### src/rtl/wb_data_upsize.sv
// Bridges an 8-bit Wishbone master onto a 32-bit Wishbone slave with a one-word read buffer.
// Big-endian lane order: byte address 0 occupies bits 31:24 of the slave word.
module wb_data_upsize #(
    parameter int unsigned aw     = 32,
    parameter bit          rd_buf = 1'b1
) (
    input  logic          wb_clk_i,
    input  logic          wb_rst_n_i,
    input  logic [aw-1:0] wbm_adr_i,
    input  logic [7:0]    wbm_dat_i,
    input  logic          wbm_we_i,
    input  logic          wbm_cyc_i,
    input  logic          wbm_stb_i,
    input  logic [2:0]    wbm_cti_i,
    input  logic [1:0]    wbm_bte_i,
    output logic [7:0]    wbm_sdt_o,
    output logic          wbm_ack_o,
    output logic          wbm_err_o,
    output logic          wbm_rty_o,
    output logic [aw-1:0] wbs_adr_o,
    output logic [31:0]   wbs_dat_o,
    output logic [3:0]    wbs_sel_o,
    output logic          wbs_we_o,
    output logic          wbs_cyc_o,
    output logic          wbs_stb_o,
    output logic [2:0]    wbs_cti_o,
    output logic [1:0]    wbs_bte_o,
    input  logic [31:0]   wbs_sdt_i,
    input  logic          wbs_ack_i,
    input  logic          wbs_err_i,
    input  logic          wbs_rty_i,
    input  logic          inv_i
);

    typedef enum logic [1:0] {IDLE, RD, WR, ACK} state_t;

    state_t        state_q, state_d;
    logic          buf_valid_q, buf_valid_d;
    logic [aw-3:0] buf_tag_q, buf_tag_d;
    logic [31:0]   buf_data_q, buf_data_d;
    logic [aw-3:0] req_tag_q, req_tag_d;
    logic [1:0]    req_lane_q, req_lane_d;
    logic [7:0]    req_dat_q, req_dat_d;

    logic          m_ack_d, m_err_d, m_rty_d;
    logic [7:0]    m_sdt_d;
    logic          s_cyc_q, s_cyc_d, s_we_d;
    logic [3:0]    s_sel_d;
    logic [31:0]   s_dat_d;
    logic [aw-1:0] s_adr_d;

    logic          hit;
    logic          tag_match;
    logic          unused_inputs;

    assign unused_inputs = ^{wbm_cti_i, wbm_bte_i};

    assign wbs_cyc_o = s_cyc_q;
    assign wbs_stb_o = s_cyc_q;
    assign wbs_cti_o = '0;
    assign wbs_bte_o = '0;

    assign hit       = rd_buf && buf_valid_q && (buf_tag_q == wbm_adr_i[aw-1:2]);
    assign tag_match = buf_valid_q && (buf_tag_q == req_tag_q);

    function automatic logic [7:0] lane_byte(input logic [31:0] w, input logic [1:0] lane);
        case (lane)
            2'd0:    lane_byte = w[31:24];
            2'd1:    lane_byte = w[23:16];
            2'd2:    lane_byte = w[15:8];
            default: lane_byte = w[7:0];
        endcase
    endfunction

    function automatic logic [31:0] lane_merge(input logic [31:0] w, input logic [1:0] lane,
                                               input logic [7:0] b);
        lane_merge = w;
        case (lane)
            2'd0:    lane_merge[31:24] = b;
            2'd1:    lane_merge[23:16] = b;
            2'd2:    lane_merge[15:8]  = b;
            default: lane_merge[7:0]   = b;
        endcase
    endfunction

    always_comb begin
        state_d     = state_q;
        buf_valid_d = buf_valid_q;
        buf_tag_d   = buf_tag_q;
        buf_data_d  = buf_data_q;
        req_tag_d   = req_tag_q;
        req_lane_d  = req_lane_q;
        req_dat_d   = req_dat_q;
        m_ack_d     = 1'b0;
        m_err_d     = 1'b0;
        m_rty_d     = 1'b0;
        m_sdt_d     = wbm_sdt_o;
        s_cyc_d     = s_cyc_q;
        s_we_d      = wbs_we_o;
        s_sel_d     = wbs_sel_o;
        s_dat_d     = wbs_dat_o;
        s_adr_d     = wbs_adr_o;

        case (state_q)
            IDLE: begin
                if (wbm_cyc_i && wbm_stb_i) begin
                    req_tag_d  = wbm_adr_i[aw-1:2];
                    req_lane_d = wbm_adr_i[1:0];
                    req_dat_d  = wbm_dat_i;
                    if (wbm_we_i) begin
                        state_d = WR;
                        s_cyc_d = 1'b1;
                        s_we_d  = 1'b1;
                        s_sel_d = 4'b1000 >> wbm_adr_i[1:0];
                        s_dat_d = {4{wbm_dat_i}};
                        s_adr_d = {wbm_adr_i[aw-1:2], 2'b00};
                    end else if (hit) begin
                        state_d = ACK;
                        m_ack_d = 1'b1;
                        m_sdt_d = lane_byte(buf_data_q, wbm_adr_i[1:0]);
                    end else begin
                        state_d = RD;
                        s_cyc_d = 1'b1;
                        s_we_d  = 1'b0;
                        s_sel_d = 4'hF;
                        s_adr_d = {wbm_adr_i[aw-1:2], 2'b00};
                    end
                end
            end
            RD: begin
                // A master abort wins over any slave response arriving in the same cycle.
                if (!wbm_cyc_i) begin
                    state_d = IDLE;
                    s_cyc_d = 1'b0;
                    s_we_d  = 1'b0;
                end else if (wbs_err_i) begin
                    state_d     = ACK;
                    s_cyc_d     = 1'b0;
                    m_err_d     = 1'b1;
                    buf_valid_d = 1'b0;
                end else if (wbs_ack_i) begin
                    state_d     = ACK;
                    s_cyc_d     = 1'b0;
                    m_ack_d     = 1'b1;
                    m_sdt_d     = lane_byte(wbs_sdt_i, req_lane_q);
                    buf_data_d  = wbs_sdt_i;
                    buf_tag_d   = req_tag_q;
                    buf_valid_d = 1'b1;
                end else if (wbs_rty_i) begin
                    state_d = ACK;
                    s_cyc_d = 1'b0;
                    m_rty_d = 1'b1;
                end
            end
            WR: begin
                if (!wbm_cyc_i) begin
                    state_d = IDLE;
                    s_cyc_d = 1'b0;
                    s_we_d  = 1'b0;
                end else if (wbs_err_i) begin
                    state_d = ACK;
                    s_cyc_d = 1'b0;
                    s_we_d  = 1'b0;
                    m_err_d = 1'b1;
                    if (tag_match) buf_valid_d = 1'b0;
                end else if (wbs_ack_i) begin
                    state_d = ACK;
                    s_cyc_d = 1'b0;
                    s_we_d  = 1'b0;
                    m_ack_d = 1'b1;
                    if (tag_match) buf_data_d = lane_merge(buf_data_q, req_lane_q, req_dat_q);
                end else if (wbs_rty_i) begin
                    state_d = ACK;
                    s_cyc_d = 1'b0;
                    s_we_d  = 1'b0;
                    m_rty_d = 1'b1;
                end
            end
            ACK: begin
                state_d = IDLE;
            end
            default: begin
                state_d = IDLE;
            end
        endcase

        // Invalidate overrides any buffer load decided above, including a read fill.
        if (inv_i) buf_valid_d = 1'b0;
    end

    always_ff @(posedge wb_clk_i or negedge wb_rst_n_i) begin
        if (!wb_rst_n_i) begin
            state_q     <= IDLE;
            buf_valid_q <= 1'b0;
            buf_tag_q   <= '0;
            buf_data_q  <= '0;
            req_tag_q   <= '0;
            req_lane_q  <= '0;
            req_dat_q   <= '0;
            wbm_ack_o   <= 1'b0;
            wbm_err_o   <= 1'b0;
            wbm_rty_o   <= 1'b0;
            wbm_sdt_o   <= '0;
            s_cyc_q     <= 1'b0;
            wbs_we_o    <= 1'b0;
            wbs_sel_o   <= '0;
            wbs_dat_o   <= '0;
            wbs_adr_o   <= '0;
        end else begin
            state_q     <= state_d;
            buf_valid_q <= buf_valid_d;
            buf_tag_q   <= buf_tag_d;
            buf_data_q  <= buf_data_d;
            req_tag_q   <= req_tag_d;
            req_lane_q  <= req_lane_d;
            req_dat_q   <= req_dat_d;
            wbm_ack_o   <= m_ack_d;
            wbm_err_o   <= m_err_d;
            wbm_rty_o   <= m_rty_d;
            wbm_sdt_o   <= m_sdt_d;
            s_cyc_q     <= s_cyc_d;
            wbs_we_o    <= s_we_d;
            wbs_sel_o   <= s_sel_d;
            wbs_dat_o   <= s_dat_d;
            wbs_adr_o   <= s_adr_d;
        end
    end

endmodule

### config.mk
export PLATFORM = sky130hd
export DESIGN_NAME = wb_data_upsize
export DESIGN_NICKNAME = d
export VERILOG_FILES = /design/src/rtl/wb_data_upsize.sv
export SDC_FILE = /design/constraint.sdc
export NUM_CORES = 1
export LEC_CHECK = 0
export ABC_AREA = 1
export BUFFER_PORTS_ARGS = -buffer_cell sky130_fd_sc_hd__buf_4
export CAP_MARGIN = 15
export CORE_MARGIN = 2
export CORE_UTILIZATION = 25
export CTS_CLUSTER_DIAMETER = 60
export CTS_CLUSTER_SIZE = 12
export DETAILED_ROUTE_END_ITERATION = 16
export PLACE_DENSITY = 0.53
export SKIP_CTS_REPAIR_TIMING = 1
export SYNTH_ARGS = -nofsm -noshare
export SYNTH_HDL_FRONTEND = slang
export SYNTH_SLANG_ARGS = --single-unit
export TNS_END_PERCENT = 100
### constraint.sdc
create_clock -name wb_clk_i -period 3.6 [get_ports wb_clk_i]
set_input_delay 0 -clock wb_clk_i [delete_from_list [all_inputs] [get_ports wb_clk_i]]
set_output_delay 0 -clock wb_clk_i [all_outputs]
set_load 0.01 [all_outputs]
* Word-level counts from Yosys, hierarchy flattened
Cells that the tools add are included.
Storage, ports and cells: output and inout bits 87, input port bits 86, word-level logic and storage cells 149, register bits 186
Operators by class: multiplexer cells 69, bitwise gates (word level) 1, equal/unequal tests 33, shift operators 1, reductions and logical operators 26
Operators with widths (count):
- 32-bit two-way mux | 9
- 8-bit two-way mux | 10
- 32-bit case mux with 2 select lines | 1
- 30-bit equality test | 2
- 8-bit case mux with 3 select lines | 2
- 9-bit AND reduction | 4
- 1-bit two-way mux | 32
- 2-bit != test (second input constant) | 13
- 8-bit case mux with 2 select lines | 1
- 3-bit != test (second input constant) | 5
- 2-bit two-way mux | 7
- 2-bit equality test (second input constant) | 4
- 4-bit two-way mux | 2
- 4-bit AND reduction | 2
- 7-bit AND reduction | 1
- 2-bit by 1-bit equality test with 1-bit output (second input constant) | 3
- 2-bit logical NOT | 3
- 2-bit by 1-bit != test with 1-bit output (second input constant) | 3
- 1-bit case mux with 2 select lines | 3
- 2-bit case mux with 3 select lines | 1
- 3-bit AND reduction | 2
- 6-bit AND reduction | 1
- 2-bit nonzero test | 3
- 3-bit nonzero test | 2
- other kinds (11) | 14

* Longest topological paths before layout
Gate-level depths: netlist of the first run.
depth after elaboration 8, depth in mapped cells 14, mapped depth without buffers 14

* Worst setup path before layout of the first run
Ideal clock, no wire load.
path type reg2reg, start register state_q[0], end register req_dat_q[0], path buffers 3, arrival time 1.769 ns, library setup time 0.125 ns, period minus slack after synthesis 1.893 ns, data required time 3.475 ns, path slack 1.707 ns, stages on the path, launching flop included 9, cells stage by stage dfrtp_1 -> inv_1 -> ha_1 -> buf_2 -> inv_1 -> nor2_4 -> buf_2 -> buf_2 -> mux2_2
Between the ends: cells in the longest elaborated chain, start to end 2
Ends and longest elaborated chain:
- start: declaration | RTL line 37 | state_t state_q, state_d;
- start signal: assignment | RTL line 210 | state_q <= state_d;
- 2-bit logical NOT | RTL line 104 | case (state_q)
- 2-bit AND reduction (no line)
- end signal: assignment | RTL line 216 | req_dat_q <= req_dat_d;
- end: declaration | RTL line 43 | logic [7:0] req_dat_q, req_dat_d;
No other way between the ends. A chain may end at the register's enable or synchronous reset.

* Worst setup path in the final report of the first run
start register state_q[0], end register req_tag_q[21]
Between the ends: cells in the longest elaborated chain, start to end 2
Ends and longest elaborated chain:
- 2-bit logical NOT | RTL line 104
- 2-bit AND reduction (no line)
- end signal: assignment | RTL line 214 | req_tag_q <= req_tag_d;
- end: declaration | RTL line 41 | logic [aw-3:0] req_tag_q, req_tag_d;
No other way between the ends.

==> results of run 1 <==
-- metal layers --
metal,up-vias,routed length [microns],track usage [%],part of all wire (%)
met5,-,0,0,0
met4,0,468,4.786,1.7
met3,24,1564,3.164,5.5
met2,250,13220,24.19,47
met1,3894,13080,20.40,46
li1,4115,-,-,-
-- stage by stage --
step	cell area [sq um]	power, mW	util (%)	hold slack [ps]	setup WS [ps]
6_report	11690	9.588	33.11	-50.17	1140
5_1_grt	11690	10.42	33.11	5.134	903.0
4_1_cts	10970	9.577	31.07	-299.1	1092
3_5_place_dp	10340	7.547	29.28	176.9	1142
3_3_place_gp	10340	7.486	29.28	181.5	1189
2_1_floorplan	8929	6.091	-	-295.6	1707
-- state kept, by name, summed over array words and instances (netlist names) --
register     flops
buf_data_q      32
wbm_ack_o        1
state_q          2
wbs_we_o         1
buf_valid_q      1
wbs_adr_o       30
wbs_cyc_o        1
req_lane_q       2
wbm_err_o        1
req_tag_q       30
buf_tag_q       30
wbm_rty_o        1
wbm_sdt_o        8
wbs_dat_o        8
req_dat_q        8
wbs_sel_o        4
-- kinds of logic (layout without fill, tap and decap cells) --
| group | count (synthesis) | count (layout) | share of synthesized area [%] |
|---|---|---|---|
| flip-flops | 160 | 160 | 44.96 |
| buffers and inverters | 199 | 406 | 10.62 |
| XOR/XNOR | 15 | 15 | 1.475 |
| AND/OR/NAND/NOR | 641 | 641 | 29.66 |
| AO/OA/AOI/OAI | 159 | 159 | 10.66 |
| other | 1 | 7 | 0.04211 |
| adder cells (fa/ha/maj) | 4 | 4 | 0.5620 |
| multiplexers | 16 | 16 | 2.023 |
-- worst reg2reg max path, delay by kind of cell, from the launching register on --
| kind | cells | cell delay (ps) |
|---|---|---|
| AOI/OAI and AO/OA | 1 | 230 |
| DFF | 1 | 400 |
| adders and majority gates | 1 | 350 |
| and+or+nand+nor | 1 | 120 |
| buffers and inverters | 4 | 1200 |
-- final timing paths --
kind                          startpoint        endpoint  slack (ps)  cells past startpoint
min reg2reg                wbs_adr_o[15]   wbs_adr_o[15]         480                      2
max reg2reg                   state_q[0]   req_tag_q[21]        1140                      7
min                        wbs_sdt_i[12]  buf_data_q[12]         -50                      5
min in group asynchronous     wb_rst_n_i  buf_data_q[28]         220                      2
max in group asynchronous     wb_rst_n_i   wbs_dat_o[26]        2520                      3
max                           state_q[0]   req_tag_q[21]        1140                      7
-- placed cells by master, fill, tap and decap left out, types with 7 or more instances in the layout --
cell	count
nand2_1	454
buf_4	166
dfrtp_1	160
inv_1	126
o21ai_0	95
nor2_1	76
dlygate4sd3_1	72
nand3_1	68
clkbuf_16	17
mux2_2	16
a21oi_1	15
o21ai_2	13
nand2_2	12
xnor2_1	9
inv_2	7
conb_1	7
-- final cells by class --
cell class / count / area [sq um]
inverters: 134 / 503.0
clock inverters: 12 / 185.2
repair buffers: 240 / 1998
fillers: 3754 / 23620
flip-flops and latches: 160 / 4004
well taps: 461 / 576.8
clock buffers: 20 / 446.7
multi-input cells: 842 / 3979
-- power by group through the flow --
stage	clock network, mW	registers [mW]	logic [mW]
floorplan	0	3.25	2.84
global placement	0	3.22	4.26
detailed placement	0	3.25	4.30
CTS	2.03	3.23	4.31
global route	2.11	3.35	4.96
finish	1.99	3.23	4.37
==> impl_metrics.ini, run 1 <==
[outcome]
status = finished, violations left
violations = negative hold slack

[logic_synthesis]
ys_seq_area_share_pct = 44.96
synth_common_cells = nand2_1, dfrtp_1, inv_1
synth.most_common_cell = nand2_1
synth_edf_count = 0
synthFlopType = dfrtp_1
ys_seq_elements = 160
ys_types = 47
synth_top_area_share_pct = 44.96
syn_area_per_cell_sq_um = 7.453
async_flop_share_pct = 100.0
syn_area_sq_mm = 0.008906
yosysWarnings = 0
yosys-top-cells-area = dfrtp_1, nand2_1, o21ai_0
syn_inst = 1195
yosys.area.top_type = dfrtp_1

[routing]
drtPass1Iterations = 5
vias = 8283
routed_wl_mm = 28.34
wl_per_cell_microns = 15.16
dr.first_iter.drc_count = 582
drc = 0
antenna_left = 0
vias_per_cell = 4.432

[clock_tree]
clk_latency_ps = 450
cts_tree = done
numCtsBuffers = 17
clk_path_buf_depth = 2
cts_num_sinks = 160
cts_htree_levels = 4
clockRootBuffer = clkbuf_16
path_clk_slew_ps = 70

[job]
drv_cap = 0

[worst_setup_path]
worst_path_dominant_cell_family = buffers and inverters
critPathCaptureType = flip-flop
cp.arrival_ps = 2750
cpMaxStageDelayCell = buf_4
crit_chain = inv_1, ha_1, inv_1, nor2_4, buf_4, buf_4, o21ai_0
worstSetupPathType = flip-flop to flip-flop
cpPeakStageDelay_ps = 600
cp-start-kind = flip-flop
required_ps = 3890
crit_fanout = 63
path_buf_inv = 4

[power_and_ir_drop]
p_int_mw = 5.567
power_frac_comb_pct = 45.5
leakagePower_nw = 6.007
pwr-share-clk_pct = 20.8
p_per_area_mw_per_mm2 = 820.0
power_frac_seq_pct = 33.7
swShare_pct = 41.94
vdd_drop_max_uv = 395.5
power_switching_mw = 4.021

[die]
io_pins = 173
floorplan.initialDensity_pct = 25.22
fp-row-count = 69
design.die.area_sq_mm = 0.03715
die_y_microns = 192.7
coreArea_sq_mm = 0.03531
fp.dieW_microns = 192.7

[timing]
hold_viol = 3
timing.final.max_slew_violations = 0
period_minus_slack_ps = 2460
period_share_pct = 68.35
slew-limit-headroom_pct = 33.24
setup_violations = 0
fin_skew_ps = 13.53
fin_tns_setup_ps = 0
tightest_slew_ps = 997.7
rsz0062_at_grt = false
max_freq_ghz = 0.4064
whs_ps = -50.17

[final_layout]
drive_above_1_share_pct = 18.75
instances_no_fill = 1869
n_antenna_cell = 0
syn_to_final_growth_pct = 31.29
final_nets = 1485

[place]
place_inst = 1765
finalWeightedCongestion = 0.8766
io_buffers = 160
dp_hpwl_mm = 20.12

[global_route]
grt_max_degree = 97
grt_usage_pct = 15.14
grt_antenna_before_repair = 0
overflow = 0
grt_pass1_wl_mm = 42.71
grt_pass1_vias = 7536

[hold_path]
hp-class = input pin to flip-flop
Note: power is estimated with default switching activity, not from simulation.
==> run 2, diff against run 1 <==
Settings changed: PLACE_DENSITY 0.53 to 0.55.
Clock period 3.6 ns to 2.2 ns, I/O delays scaled along.
==> run 2 against run 1 <==
The run still ends with negative hold slack left. Die area stayed put. Power is 66% higher. Combinational power is 70% higher. Sequential share of layout area is 0.39 points lower. Global-route usage is 0.26 points higher. Via count is 0.66% higher. Sequential power is 63% higher. Worst hold slack better by 17 ps. Largest cell class is now multi-input combinational cells. Largest power group unchanged. Highest routed layer unchanged.
==> impl_metrics.ini, run 2 (synthesis gave the netlist of run 1 again) <==
[outcome]
status = finished, violations left
violations = negative hold slack

[worst_setup_path]
crit_fanout = 8
rr_startpoint = buf_tag_q[8]
required_ps = 2580
cp-start-kind = flip-flop
reg2reg_setup_slack_ps = 240
critPathLaunch = buf_tag_q[8]
critPathCaptureType = flip-flop
r2r_cells = 10
worstSetupPathType = flip-flop to flip-flop
cp.arrival_ps = 2330

[routing]
dr_wl_met3_mm = 1.453
antenna_left = 0
met2WireLength_mm = 13.34
drc = 0
routed_wl_mm = 28.65
top_layer = met4
vias = 8338
drtPass1Iterations = 7
wl_per_cell_microns = 15.21
wl_met1_mm = 13.07
vias_per_cell = 4.426
dr.first_iter.drc_count = 576

[place]
finalWeightedCongestion = 0.8565
place_inst = 1782
dp_hpwl_mm = 20.80
io_buffers = 160

[power_and_ir_drop]
vdd_drop_max_uv = 738.3
p_int_mw = 9.203
leakagePower_nw = 6.080
pwr-share-clk_pct = 20.0
swShare_pct = 42.06
power_switching_mw = 6.680
power_frac_comb_pct = 46.7
p_per_area_mw_per_mm2 = 1343
power_frac_seq_pct = 33.3

[global_route]
overflow = 0
grt_pass1_vias = 7869
grt_pass1_wl_mm = 43.64
grt_usage_pct = 15.41
grt_antenna_before_repair = 0
grt_max_degree = 86

[clock_tree]
clk_path_buf_depth = 2
cts_htree_levels = 4
cts_tree = done
path_clk_slew_ps = 70
clk_latency_ps = 430
clockRootBuffer = clkbuf_16
cts_num_sinks = 160
numCtsBuffers = 17

[die]
fp-row-count = 69
design.die.area_sq_mm = 0.03715
die_y_microns = 192.7
floorplan.initialDensity_pct = 25.22
fp.dieW_microns = 192.7
io_pins = 173
coreArea_sq_mm = 0.03531

[job]
drv_cap = 0

[final_layout]
n_antenna_cell = 0
instances_no_fill = 1884
drive_above_1_share_pct = 19.96
final_nets = 1500
final_common_cell = nand2_1
largest-register = buf_data_q
syn_to_final_growth_pct = 32.80
largest_register_ffs = 32
final_cell_mix = nand2_1, buf_4, dfrtp_1
post-route-util_pct = 33.50

[timing]
setup_violations = 0
timing.final.max_slew_violations = 0
period_minus_slack_ps = 1956
max_freq_ghz = 0.5114
fin_tns_setup_ps = 0
tightest_slew_ps = 583.1
rsz0062_at_grt = false
fin_skew_ps = 12.63
hold_viol = 4
whs_ps = -32.96
slew-limit-headroom_pct = 61.00
period_share_pct = 88.89

[hold_path]
hp-class = input pin to flip-flop
holdPathStages = 5
hold_path.startpoint = wbs_sdt_i[28]
## run 2: cell count changes in the layout (fill, tap and decap cells not counted), sizes merged
cell,before,now
buf,168,185
clkinv,8,3
clkbuf,20,19
clkinvlp,1,3
bufinv,4,3
dlygate4sd3,72,69
nand2,469,470
inv,133,138
## run 2: cell type report
type                    instances  area (sq um)
multi-input cells             843          4006
repair buffers                254          2121
clock inverters                13         173.9
fillers                      3756         23480
flip-flops and latches        160          4004
well taps                     461         576.8
inverters                     134         503.0
clock buffers                  19         442.9
## run 2: stage by stage
step	hold WS, ps	total power [mW]	cell area, sq um	setup WS [ps]
after floorplan	-295.6	9.966	8929	306.5
after global placement	-82.53	12.49	10490	204.6
after detailed placement	-77.73	12.61	10490	149.6
after CTS	-545.4	15.86	11110	129.1
after global routing	1.075	17.26	11830	34.59
final	-32.96	15.88	11830	244.5
## run 2: worst paths after layout
path / end
max: buf_data_q[29]
min: buf_data_q[28]
max reg2reg: buf_data_q[29]
min reg2reg: wbs_adr_o[26]
max in group asynchronous: buf_data_q[20]
min in group asynchronous: req_lane_q[0]
## run 2: layer usage
| layer | up-vias | track usage [%] |
|---|---|---|
| li1 | 4146 | - |
| met5 | - | 0 |
| met4 | 0 | 5.432 |
| met1 | 3894 | 20.35 |
| met2 | 250 | 24.68 |
| met3 | 48 | 3.455 |
## run 2: power groups by stage
| stage | combinational, mW | clock [mW] | sequential [mW] |
|---|---|---|---|
| 2_1_floorplan | 4.65 | 0 | 5.31 |
| 3_3_place_gp | 7.21 | 0 | 5.27 |
| 3_5_place_dp | 7.30 | 0 | 5.31 |
| 4_1_cts | 7.33 | 3.25 | 5.28 |
| 5_1_grt | 8.40 | 3.38 | 5.49 |
| 6_report | 7.42 | 3.18 | 5.28 |
## run 2: worst max-delay path, cell delays in order, from the launching register on
cell and delay (ps):
dfrtp_1 420, xnor2_1 310, nand3_1 110, nor2_1 110, nand2_1 60, nor2_1 150
buf_4 160, nand3_1 60, nand2_1 290, nand3_1 140, nand2_1 90
==> run 3, diff against run 2 <==
Settings changed: CELL_PAD_IN_SITES_DETAIL_PLACEMENT set to 1, CELL_PAD_IN_SITES_GLOBAL_PLACEMENT set to 2, PLACE_DENSITY 0.55 to 0.8.
==> run 3 against run 2 <==
The run still ends with negative hold slack left. Register-to-register slack lost 20 ps. Worst hold slack better by 4.8 ps. Non-clock buffer count is 1 higher. Fmax decreased by 0.92%. Sequential power is essentially flat. First-iteration DRC count shrank 28%. Cell count about the same. Clock skew shrank 1.8 ps. Core utilization increased by 0.089 points. Via count is 1.5% higher. Combinational power rose by 2%. Clock power up 4%. Critical path type unchanged. Largest power group unchanged.
==> impl_metrics.ini, run 3 (synthesis gave the netlist of run 1 again) <==
[power_and_ir_drop]
p_int_mw = 9.327
power.total_mw = 16.19
power_switching_mw = 6.860
swShare_pct = 42.38
pwr-share-clk_pct = 20.5
power_frac_seq_pct = 32.8
vdd_drop_max_uv = 709.9
leakagePower_nw = 6.094
p_per_area_mw_per_mm2 = 1365
power_frac_comb_pct = 46.7

[die]
io_pins = 173
coreArea_sq_mm = 0.03531
fp-row-count = 69
fp.dieW_microns = 192.7
design.die.area_sq_mm = 0.03715
die_y_microns = 192.7
floorplan.initialDensity_pct = 25.22

[job]
drv_cap = 0

[timing]
hold_viol = 5
setup_ws_ps = 226.4
max_freq_ghz = 0.5067
rsz0062_at_grt = false
timing.final.max_slew_violations = 0
slew-limit-headroom_pct = 49.28
setup_violations = 0
period_minus_slack_ps = 1974
whs_ps = -28.11
fin_skew_ps = 10.88
period_share_pct = 89.71
fin_tns_setup_ps = 0
tightest_slew_ps = 760.8

[worst_setup_path]
reg2reg_to = wbs_adr_o[11]
critical_path_depth = 12
reg2reg_setup_slack_ps = 230
cpMaxStageDelayCell = dfrtp_1
critPathCaptureType = flip-flop
crit_chain = inv_1, nand2_1, nand2_1, nor2_1, nand2_1, nor2_1, nand2_2, nor2_4, nand2_4, nand2_8, nand2_1, o21ai_2
cp-start-kind = flip-flop
required_ps = 2570
crit_fanout = 46
cpPeakStageDelay_ps = 410
cp.arrival_ps = 2350
path_buf_inv = 1
r2r_cells = 12
cpMostUsedCell = nand2_1
rr_startpoint = buf_tag_q[16]
worstSetupPathType = flip-flop to flip-flop
worst_path_dominant_cell_family = simple AND/OR/NAND/NOR gates

[clock_tree]
path_clk_slew_ps = 70
clk_path_buf_depth = 2
cts_num_sinks = 160
cts_tree = done
cts_htree_levels = 4
numCtsBuffers = 17
clockRootBuffer = clkbuf_16
clk_latency_ps = 450

[final_layout]
syn_to_final_growth_pct = 33.16
final_nets = 1500
final_cell_mix = nand2_1, buf_4, dfrtp_1
drive_above_1_share_pct = 19.96
largest-register = buf_data_q
final_common_cell = nand2_1
post-route-util_pct = 33.58
largest_register_ffs = 32

[hold_path]
holdPathStages = 3
min_to = wbm_err_o
hp-class = input pin to flip-flop
hold_path.startpoint = wbm_cyc_i

[routing]
vias = 8460
vias_per_cell = 4.488
drtPass1Iterations = 4
antenna_left = 0
dr.first_iter.drc_count = 413
drc = 0
routed_wl_mm = 31.36
wl_per_cell_microns = 16.63

[place]
finalWeightedCongestion = 0.8253
io_buffers = 160
dp_hpwl_mm = 22.66
pre_cts_ws_ps = 177.2

[outcome]
violations = negative hold slack
status = finished, violations left

[global_route]
overflow = 0
grt_pass1_wl_mm = 47.40
grt_max_degree = 70
grt_antenna_before_repair = 1
grt_usage_pct = 16.83
grt_pass1_vias = 8507
## run 3: cell types whose count changed in the layout (fill, tap and decap cells not counted), sizes merged, moves of 2 or more
cell | before | now
inv | 138 | 134
clkinv | 3 | 7
dlygate4sd3 | 69 | 72
buf | 185 | 183
## run 3: final cells by class
type	instances	area (sq um)
Tap cell	461	576.8
Multi-Input combinational cell	842	3986
Timing Repair Buffer	255	2148
Fill cell	4293	23450
Sequential cell	160	4004
Antenna cell	1	2.502
Clock inverter	13	185.2
Clock buffer	19	452.9
Inverter	134	503.0
## run 3: power by group through the flow
stage                     logic (mW)  clock network [mW]  registers (mW)
after floorplan                 4.65                   0            5.31
after CTS                       7.50                3.41            5.31
after global placement          7.25                   0            5.28
after detailed placement        7.45                   0            5.34
final                           7.56                3.32            5.30
after global routing            8.56                3.51            5.52
## run 3: through the flow
stage,instance area [sq um],cells
5_1_grt,11860,1885
3_5_place_dp,10480,1779
4_1_cts,11120,1811
6_report,11860,1885
3_3_place_gp,10480,1779
2_1_floorplan,8929,1201
## run 3: worst max-delay path by stage
stage / to / slack, ps / start
after detailed placement: buf_data_q[11] / 180 / buf_tag_q[8]
after floorplan: req_dat_q[0] / 310 / state_q[0]
final: wbs_adr_o[11] / 230 / buf_tag_q[16]
after CTS: buf_data_q[11] / 160 / buf_tag_q[8]
after global routing: wbs_adr_o[10] / 10 / buf_tag_q[16]
after global placement: buf_data_q[8] / 210 / buf_tag_q[15]
## run 3: routing by layer
| metal | vias up | track usage, % | share of wire, % |
|---|---|---|---|
| met1 | 4107 | 21.64 | 45 |
| met4 | 0 | 5.079 | 1.9 |
| met2 | 178 | 28.40 | 49 |
| li1 | 4141 | - | - |
| met5 | - | 0 | 0 |
| met3 | 34 | 3.364 | 3.8 |
## run 3: worst min-delay path, stage by stage
cell     delay, ps
buf_4          140
nand2_1        160
nor2_1          60
